[config.mk]
export PLATFORM = sky130hd
export DESIGN_NAME = uart_ctrl_flat
export DESIGN_NICKNAME = d
export VERILOG_FILES = /design/src/rtl/uart_ctrl_if.sv /design/src/rtl/uart_ctrl.sv /design/src/flat_wrapper.sv
export SDC_FILE = /design/constraint.sdc
export NUM_CORES = 1
export LEC_CHECK = 0
export CAP_MARGIN = 20
export CORE_MARGIN = 4
export CORE_UTILIZATION = 38
export CTS_CLUSTER_SIZE = 30
export DETAILED_ROUTE_END_ITERATION = 10
export GPL_TIMING_DRIVEN = 0
export PLACE_DENSITY = 0.73
export SYNTH_ARGS = -nofsm -noshare
export SYNTH_HDL_FRONTEND = slang
export SYNTH_SLANG_ARGS = --single-unit
[constraint.sdc]
create_clock -name clock -period 3 [get_ports clock]
set_input_delay 0.45 -clock clock [delete_from_list [all_inputs] [get_ports clock]]
set_output_delay 0.45 -clock clock [all_outputs]
set_load 0.02 [all_outputs]
[src/rtl/uart_ctrl_if.sv]
// Peripheral bus seen by uart_ctrl: one single-beat request at a time,
// completed by a one-cycle ack that carries read data and the error flag.
interface uart_ctrl_if;
    logic        rd_en;
    logic        wr_en;
    logic [4:0]  addr;
    logic [31:0] wr_data;
    logic [31:0] rd_data;
    logic        ack;
    logic        bus_err;

    modport master (output rd_en, wr_en, addr, wr_data, input rd_data, ack, bus_err);
    modport slave  (input rd_en, wr_en, addr, wr_data, output rd_data, ack, bus_err);
endinterface

[src/rtl/uart_ctrl.sv]
// Register bank and FIFO strobe sequencer in front of uart_phy.
// Define UART_CTRL_BUS_ERROR_EN to report unmapped/misaligned/RO-write accesses on bus_err.
module uart_ctrl #(
    parameter int          FIFO_DEPTH = 8,
    parameter logic [15:0] DIV_RESET  = 16'd434
) (
    input  logic                          clock,
    input  logic                          reset,
    uart_ctrl_if.slave                    bus,
    output logic                          txen,
    output logic                          rxen,
    output logic                          nstop,
    output logic [15:0]                   div,
    output logic [$clog2(FIFO_DEPTH)-1:0] txcnt,
    output logic [$clog2(FIFO_DEPTH)-1:0] rxcnt,
    output logic [7:0]                    tx_fifo_wr_data,
    output logic                          tx_fifo_wr_en,
    output logic                          rx_fifo_rd_en,
    input  logic [7:0]                    rx_fifo_rd_data,
    input  logic                          tx_fifo_full,
    input  logic                          rx_fifo_empty,
    input  logic                          tx_fifo_less_than_watermark,
    input  logic                          rx_fifo_greater_than_watermark,
    output logic                          interrupt
);
    localparam int CW = $clog2(FIFO_DEPTH);

    localparam logic [2:0] A_TXDATA = 3'd0;
    localparam logic [2:0] A_RXDATA = 3'd1;
    localparam logic [2:0] A_TXCTRL = 3'd2;
    localparam logic [2:0] A_RXCTRL = 3'd3;
    localparam logic [2:0] A_IE     = 3'd4;
    localparam logic [2:0] A_IP     = 3'd5;
    localparam logic [2:0] A_DIV    = 3'd6;
    localparam logic [2:0] A_NONE   = 3'd7;

    typedef enum logic [1:0] {IDLE, OP, ACK} state_t;

    typedef struct packed {
        logic        wr;
        logic [2:0]  word;
        logic        misaligned;
        logic [31:0] data;
    } req_t;

    state_t      state_q, state_d;
    req_t        req_q;
    logic [1:0]  ie, ip;
    logic [31:0] rd_data_q, rd_mux;
    logic        bad;

    assign ip = {rx_fifo_greater_than_watermark, tx_fifo_less_than_watermark};

    // Bad accesses are dropped silently in both builds; only reporting differs.
    assign bad = req_q.misaligned || (req_q.word == A_NONE) || (req_q.wr && req_q.word == A_IP);

    always_ff @(posedge clock or posedge reset) begin
        if (reset) state_q <= IDLE;
        else       state_q <= state_d;
    end

    always_comb begin
        state_d       = state_q;
        tx_fifo_wr_en = 1'b0;
        rx_fifo_rd_en = 1'b0;
        case (state_q)
            IDLE: if (bus.wr_en || bus.rd_en) state_d = OP;
            OP: begin
                state_d       = ACK;
                tx_fifo_wr_en = req_q.wr && !bad && req_q.word == A_TXDATA && !tx_fifo_full;
                rx_fifo_rd_en = !req_q.wr && !bad && req_q.word == A_RXDATA && !rx_fifo_empty;
            end
            ACK:     state_d = IDLE;
            default: state_d = IDLE;
        endcase
    end

    always_comb begin
        rd_mux = '0;
        case (req_q.word)
            A_TXDATA: rd_mux[31] = tx_fifo_full;
            A_RXDATA: rd_mux = rx_fifo_empty ? 32'h8000_0000 : {24'b0, rx_fifo_rd_data};
            A_TXCTRL: begin
                rd_mux[0]     = txen;
                rd_mux[1]     = nstop;
                rd_mux[16+:CW] = txcnt;
            end
            A_RXCTRL: begin
                rd_mux[0]     = rxen;
                rd_mux[16+:CW] = rxcnt;
            end
            A_IE:    rd_mux[1:0]  = ie;
            A_IP:    rd_mux[1:0]  = ip;
            A_DIV:   rd_mux[15:0] = div;
            default: rd_mux = '0;
        endcase
    end

    always_ff @(posedge clock or posedge reset) begin
        if (reset) begin
            req_q     <= '0;
            rd_data_q <= '0;
            txen      <= 1'b0;
            rxen      <= 1'b0;
            nstop     <= 1'b0;
            txcnt     <= '0;
            rxcnt     <= '0;
            ie        <= '0;
            div       <= DIV_RESET;
            interrupt <= 1'b0;
        end else begin
            interrupt <= |(ie & ip);
            if (state_q == IDLE && (bus.wr_en || bus.rd_en)) begin
                req_q.wr         <= bus.wr_en;
                req_q.word       <= bus.addr[4:2];
                req_q.misaligned <= |bus.addr[1:0];
                req_q.data       <= bus.wr_data;
            end
            if (state_q == OP) begin
                rd_data_q <= (req_q.wr || bad) ? 32'h0 : rd_mux;
                if (req_q.wr && !bad) begin
                    case (req_q.word)
                        A_TXCTRL: begin
                            txen  <= req_q.data[0];
                            nstop <= req_q.data[1];
                            txcnt <= req_q.data[16+:CW];
                        end
                        A_RXCTRL: begin
                            rxen  <= req_q.data[0];
                            rxcnt <= req_q.data[16+:CW];
                        end
                        A_IE:    ie  <= req_q.data[1:0];
                        A_DIV:   div <= req_q.data[15:0];
                        default: ;
                    endcase
                end
            end
        end
    end

    assign tx_fifo_wr_data = req_q.data[7:0];
    assign bus.rd_data     = rd_data_q;
    assign bus.ack         = (state_q == ACK);

`ifdef UART_CTRL_BUS_ERROR_EN
    logic err_q;
    always_ff @(posedge clock or posedge reset) begin
        if (reset)              err_q <= 1'b0;
        else if (state_q == OP) err_q <= bad;
    end
    assign bus.bus_err = bus.ack && err_q;
`else
    assign bus.bus_err = 1'b0;
`endif

    // Upper write-data bits map to no field.
    logic unused_ok;
    assign unused_ok = ^req_q.data[31:16+CW];
endmodule

[src/flat_wrapper.sv]
// flat-port wrapper written by rule: the top's interface ports become plain ports
module uart_ctrl_flat 
#(
    parameter int          FIFO_DEPTH = 8,
    parameter logic [15:0] DIV_RESET  = 16'd434
)
  (clock, reset, txen, rxen, nstop, div, txcnt, rxcnt, tx_fifo_wr_data, tx_fifo_wr_en, rx_fifo_rd_en, rx_fifo_rd_data, tx_fifo_full, rx_fifo_empty, tx_fifo_less_than_watermark, rx_fifo_greater_than_watermark, interrupt, bus_rd_en, bus_wr_en, bus_addr, bus_wr_data, bus_rd_data, bus_ack, bus_bus_err);
  uart_ctrl_if bus_i ();
  input  logic clock;
  input  logic reset;
  output logic txen;
  output logic rxen;
  output logic nstop;
  output logic [15:0] div;
  output logic [$clog2(FIFO_DEPTH)-1:0] txcnt;
  output logic [$clog2(FIFO_DEPTH)-1:0] rxcnt;
  output logic [7:0] tx_fifo_wr_data;
  output logic tx_fifo_wr_en;
  output logic rx_fifo_rd_en;
  input  logic [7:0] rx_fifo_rd_data;
  input  logic tx_fifo_full;
  input  logic rx_fifo_empty;
  input  logic tx_fifo_less_than_watermark;
  input  logic rx_fifo_greater_than_watermark;
  output logic interrupt;
  input wire logic [$bits(bus_i.rd_en)-1:0] bus_rd_en;
  input wire logic [$bits(bus_i.wr_en)-1:0] bus_wr_en;
  input wire logic [$bits(bus_i.addr)-1:0] bus_addr;
  input wire logic [$bits(bus_i.wr_data)-1:0] bus_wr_data;
  output wire logic [$bits(bus_i.rd_data)-1:0] bus_rd_data;
  output wire logic [$bits(bus_i.ack)-1:0] bus_ack;
  output wire logic [$bits(bus_i.bus_err)-1:0] bus_bus_err;
  assign bus_i.rd_en = bus_rd_en;
  assign bus_i.wr_en = bus_wr_en;
  assign bus_i.addr = bus_addr;
  assign bus_i.wr_data = bus_wr_data;
  assign bus_rd_data = bus_i.rd_data;
  assign bus_ack = bus_i.ack;
  assign bus_bus_err = bus_i.bus_err;
  uart_ctrl #(.FIFO_DEPTH(FIFO_DEPTH), .DIV_RESET(DIV_RESET)) u_core (.clock(clock), .reset(reset), .bus(bus_i), .txen(txen), .rxen(rxen), .nstop(nstop), .div(div), .txcnt(txcnt), .rxcnt(rxcnt), .tx_fifo_wr_data(tx_fifo_wr_data), .tx_fifo_wr_en(tx_fifo_wr_en), .rx_fifo_rd_en(rx_fifo_rd_en), .rx_fifo_rd_data(rx_fifo_rd_data), .tx_fifo_full(tx_fifo_full), .rx_fifo_empty(rx_fifo_empty), .tx_fifo_less_than_watermark(tx_fifo_less_than_watermark), .rx_fifo_greater_than_watermark(rx_fifo_greater_than_watermark), .interrupt(interrupt));
endmodule
# Word-level counts from Yosys, hierarchy flattened
# Index checks and enable logic that the tools add are counted.
classes:
  n_eq_ne: 10
  n_mux: 12
  n_bitwise: 1
  n_reduce_logical: 24
ops:
  columns: ["operator", "count"]
  rows:
  - ["32-bit 2-to-1 mux", 2]
  - ["14-bit one-hot mux with 2 select lines", 1]
  - ["3-bit equality test (second input constant)", 4]
  - ["12-bit 2-to-1 mux", 1]
  - ["3-bit AND reduction", 4]
  - ["3-bit one-hot mux with 3 select lines", 1]
  - ["1-bit logical AND", 8]
  - ["3-bit by 2-bit equality test with 1-bit output (second input constant)", 2]
  - ["1-bit one-hot mux with 6 select lines", 1]
  - ["1-bit one-hot mux with 5 select lines", 1]
  - ["1-bit zero test", 4]
  - ["1-bit logical OR", 4]
  - ["2-bit one-hot mux with 2 select lines", 1]
  - ["2-bit OR reduction", 2]
  - ["3-bit by 1-bit equality test with 1-bit output (second input constant)", 1]
  - ["3-bit zero test", 1]
  - ["2-bit AND", 1]
  - ["2-bit by 1-bit equality test with 1-bit output (second input constant)", 1]
  - ["2-bit equality test (second input constant)", 1]
  - ["2-bit zero test", 1]
  - ["1-bit 2-to-1 mux", 2]
  - ["2-bit 2-to-1 mux", 1]
  - ["2-bit != test (second input constant)", 1]
  - ["1-bit one-hot mux with 2 select lines", 1]
totals:
  ff_bits: 86
  out_inout_bits: 70
  elab_cells: 61

# Depth between registers and ports, before layout
# Gate-level depths: netlist (run 1).
depth:
  ltp_word: 8
  mapped_depth: 8
  mapped_depth_nobuf: 5

# Least setup slack after synthesis (run 1)
# No wires, ideal clock.
synth_timing:
  path_type: "reg-to-output"
  startpoint: "reg u_core.req_q[35] (netlist name)"
  endpoint: "out rx_fifo_rd_en"
  arrival_ns: 1.396
  t_required_ns: 2.550
  slack_ns: 1.154
  stages_incl_launch_ff: 6
  n_path_buf: 2
  path_cell_list: "dfrtp_1 buf_4 nor2_1 and3_1 clkbuf_1 nor2b_1"
synth_via:
  elab_chain_len: 8
  elab_cells_between_ends: 11
synth_lines:
  columns: ["item", "line", "text"]
  rows:
  - ["from (decl)", "uart_ctrl.sv:47", "req_t req_q;"]
  - ["3-bit equality test", "uart_ctrl.sv:55", "assign bad = req_q.misaligned || (req_q.word == A_NONE) || (req_q.wr && req_q.word == A_IP);"]
  - ["1-bit logical OR or 1-bit logical AND (tied branches)", "uart_ctrl.sv:55", null]
  - ["1-bit logical OR", "uart_ctrl.sv:55", null]
  - ["1-bit zero test", "uart_ctrl.sv:71", "rx_fifo_rd_en = !req_q.wr && !bad && req_q.word == A_RXDATA && !rx_fifo_empty;"]
  - ["1-bit logical AND", "uart_ctrl.sv:71", null]
  - ["1-bit logical AND (*) (2 in a row)", "uart_ctrl.sv:71", null]
  - ["1-bit 2-to-1 mux (*)", "uart_ctrl.sv:66", "case (state_q)"]
  - ["to (decl)", "flat_wrapper.sv:19", "output logic rx_fifo_rd_en;"]
# Mark *: on every way between the ends. The rest lies on a longest branch, timed or not.

# Worst setup path in the final report (run 1)
layout_timing:
  startpoint: "in rx_fifo_empty"
  endpoint: "out rx_fifo_rd_en"
layout_via:
  elab_chain_len: 3
layout_lines:
  columns: ["item", "line", "text"]
  rows:
  - ["from (decl)", "flat_wrapper.sv:22", "input logic rx_fifo_empty;"]
  - ["1-bit zero test", "uart_ctrl.sv:71", null]
  - ["1-bit logical AND", "uart_ctrl.sv:71", null]
  - ["1-bit 2-to-1 mux", "uart_ctrl.sv:66", null]
# Every way passes these cells.

==> summary.md, run 1 <==
| Metric | Value |
|---|---|
| RSZ-0062 raised after global routing | no |
| Final slew viol count | 0 |
| Total power | 4.118 mW |
| Num ports | 123 |
| # hold bufs at CTS | 0 |
| Critical path class | input pin to output pin |
| Hold_sp | u_core.bus.rd_data[3] |
| Wirelength per Cell | 15.95 microns |
| Clock sink total | 74 |
| Clock Skew | 6.985 ps |
| R2R depth | 6 |
| Status | complete, no violations |
| Final hold viol count | 0 |
| Resize count post-CTS | 0 |
| # setup viols final | 0 |
| Initial DRT Pass Iterations | 4 |
| Period utilisation layout | 0.9469 |
| Slew headroom | 0.4198 |
| Endpoint of the worst-slack reg-to-reg timing path | u_core.bus.rd_data[15] |
| Hold Crit Depth | 2 |
| Largest net degree at the start of global routing | 75 |
| Post-synthesis cell type count | 38 |
| DRC errors left | 0 |
| Vias | 2319 |
| First-pass GRT wire length | 12.14 mm |
| Total of max-cap violations | 0 |
| Via/cell ratio | 4.831 |
| Hold EP | u_core.bus.rd_data[3] |
| Later-pin clock latency in the skew report | about 350 ps |
| Port Buffers | 96 |
| DP HPWL | 5.758 mm |
| Die height | 101.3 microns |
| Die W | 101.3 microns |
| Warnings, synthesis | 0 |
| Worst Path Required | 2550 ps |
| Static leakage | 2.067 nW |
| Worst vdd ir | 0.4647 mV |
| Critical Path Source Type | input pin |
| Setup slack, reg-to-reg | 1180 ps |
| Initial antenna violation count | 0 |
| Area grow syn2layout | 40.40% |
| Grt total ovfl | 0 |
| Share of layout cells above drive strength 1 | 0.2827 |
| Number of diodes | 0 |
| Post-CTS setup buffers | 0 |
| Max clock buf depth | 2 |
| GP Congestion | 0.8861 |
| Die area | 10250 sq um |
| Setup TNS | 0 ps |
| Synth Area per Inst | 13.17 sq um |
| CTS tree | done |
| Initial Utilization | 0.3962 |
| Fin crit period | 2841 ps |
| # rows | 33 |
| Finished Core Util | 0.5563 |
| #FFs+latches synth | 74 |
| Final WL | 7.658 mm |
| Least-Margin Pin Slew | 870.3 ps |
| Initial DRC count | between 60 and 70 |
| P per Cell Area | 887.5 nW/um^2 |
| Reg clk slew, reported paths | 80 ps |
| Number of nets in the layout | 423 |
| Worst EP arrival | 2390 ps |
| Worst R2R Start | u_core.req_q[33] |
| CP max FO | 7 |
| Vias in the first global route | 2420 |
| Hold/Removal Path Class | register to register |
| Core area | 8341 sq um |
| Root Buffer | clkbuf_8 |
| Global Route Usage Sum | 0.1549 |
| Critical Path Sink Type | output pin |
| Sequential share of the synthesized area | 0.5623 |
| Fmax | 352.0 MHz |
| TritonCTS Buffers | 9 |
| DRT antenna net count | 0 |
| CTS H-Tree Depth | 3 |
| Post-Syn Area | roughly 3300 sq um |
| Syn Inst Count | 251 |
[power by group]
| part | internal (mW) | total [mW] | switching [mW] |
|---|---|---|---|
| combinational | 0.927 | 1.74 | 0.815 |
| sequential | 1.34 | 1.61 | 0.270 |
| clock | 0.384 | 0.763 | 0.380 |
| total | 2.65 | 4.12 | 1.46 |
[sequential cells by signal, indices dropped and copies added, names as in the netlist]
signal / cells
u_core.bus.rd_data: 20
u_core.div: 16
u_core.ie: 2
u_core.interrupt: 1
u_core.nstop: 1
u_core.req_q: 16
u_core.rxcnt: 3
u_core.rxen: 1
u_core.state_q: 2
u_core.tx_fifo_wr_data: 8
u_core.txcnt: 3
u_core.txen: 1
[stage by stage]
step,setup WS [ps],hold slack [ps],cell area (sq um),instances
CTS,183.7,490.6,4639,480
floorplan,676.7,476.6,3349,263
global route,58.34,523.3,4639,480
detailed placement,188.8,473.4,4444,464
finish,159.2,484.1,4639,480
global placement,-512.6,468.9,4442,464
[metal layers]
layer | vias to the layer above | part of all wire | GRT usage
met4 | 0 | 0.026 | 0.07464
met3 | 18 | 0.082 | 0.05441
met1 | 1126 | 0.43 | 0.1953
met2 | 81 | 0.46 | 0.2379
li1 | 1094 | - | -
met5 | - | 0 | 0
[cells in the mapped netlist]
master     instances  area, sq um
mux2_2            36        405.4
nand2_1           15        56.30
nand3b_4           1        20.02
inv_1              3        11.26
nand2b_1           1        6.260
o211ai_1           1        7.510
mux2_4            12        180.2
o21a_1             1        7.510
nor4b_1            1        8.760
a21oi_1            5        25.02
dfstp_2            5        131.4
a311o_1            1        10.01
a32o_1             1        10.01
buf_4             22        165.2
and3b_1            1        8.760
nand3b_1           3        22.52
nor3_1             2        10.01
clkbuf_1           4        15.01
or4_1              1        7.510
a22oi_1            6        45.04
nor2_1             5        18.77
nand3_1            2        10.01
nor2b_1            5        31.28
nor3_2             1        10.01
a31oi_1            2        12.51
dfrtp_1           69         1727
nor3b_4            1        18.77
buf_6              2        22.52
and3_1             2        12.51
o21ai_0           13        65.06
nand3_4            1        17.52
inv_6              1        8.760
conb_1             1        3.750
or4_4              1        11.26
buf_2              7        35.03
a2bb2oi_1          1        8.760
mux2i_1            5        50.05
a22o_1            10        87.58
[how the worst max path moves through the flow]
stage | start | to | slack [ps] | cells after the start
5_1_grt | u_core.req_q[35] | rx_fifo_rd_en | 60 | 6
4_1_cts | rx_fifo_empty | rx_fifo_rd_en | 180 | 6
6_report | rx_fifo_empty | rx_fifo_rd_en | 160 | 6
3_5_place_dp | rx_fifo_empty | rx_fifo_rd_en | 190 | 6
3_3_place_gp | reset | u_core.bus.rd_data[7] | -510 | 2
2_1_floorplan | reset | u_core.bus.rd_data[0] | 680 | 1
[cell type report]
cell class,count,area (sq um)
Multi-Input combinational cell,150,1234
Inverter,4,22.52
Tap cell,105,131.4
Buffer,35,237.7
Clock buffer,10,127.6
Fill cell,730,3701
Clock inverter,6,67.56
Timing Repair Buffer,96,960.9
Sequential cell,74,1858
[logic make-up (layout without fill, tap and decap cells)]
kind of cell           after synthesis  after routing  synth area share
buffers and inverters               39            151           0.07800
multiplexers                        53             53            0.1924
flip-flops                          74             74            0.5623
AND/OR/NAND/NOR                     43             43           0.08179
other                                1             13          0.001135
AO/OA/AOI/OAI                       41             41           0.08444
[worst max-delay path, cell delays in order]
cell and delay, ps:
clkdlybuf4s50_1 440, nor2b_1 230, and3_1 210, clkbuf_1 250
nor2b_1 190, clkdlybuf4s50_1 620
[placed cells by master (no fill, tap or decap), types with 6 or more instances in the layout]
cell type / netlist / layout
mux2_4: 12 / 12
buf_4: 22 / 22
dfrtp_1: 69 / 69
buf_2: 7 / 7
a22oi_1: 6 / 6
mux2_2: 36 / 36
a22o_1: 10 / 10
conb_1: 1 / 13
clkdlybuf4s50_1: 0 / 96
clkbuf_8: 0 / 9
nand2_1: 15 / 15
o21ai_0: 13 / 13
Power figures use the tool's default switching activity.
==> inputs of run 2 (changes only) <==
--- a/config.mk
+++ b/config.mk
@@ -12,6 +12,7 @@
 export DETAILED_ROUTE_END_ITERATION = 10
 export GPL_TIMING_DRIVEN = 0
 export PLACE_DENSITY = 0.73
+export SKIP_LAST_GASP = 1
 export SYNTH_ARGS = -nofsm -noshare
 export SYNTH_HDL_FRONTEND = slang
 export SYNTH_SLANG_ARGS = --single-unit
==> results of run 2 <==
The final DEF is identical to that of run 1; final timing and power are the same.
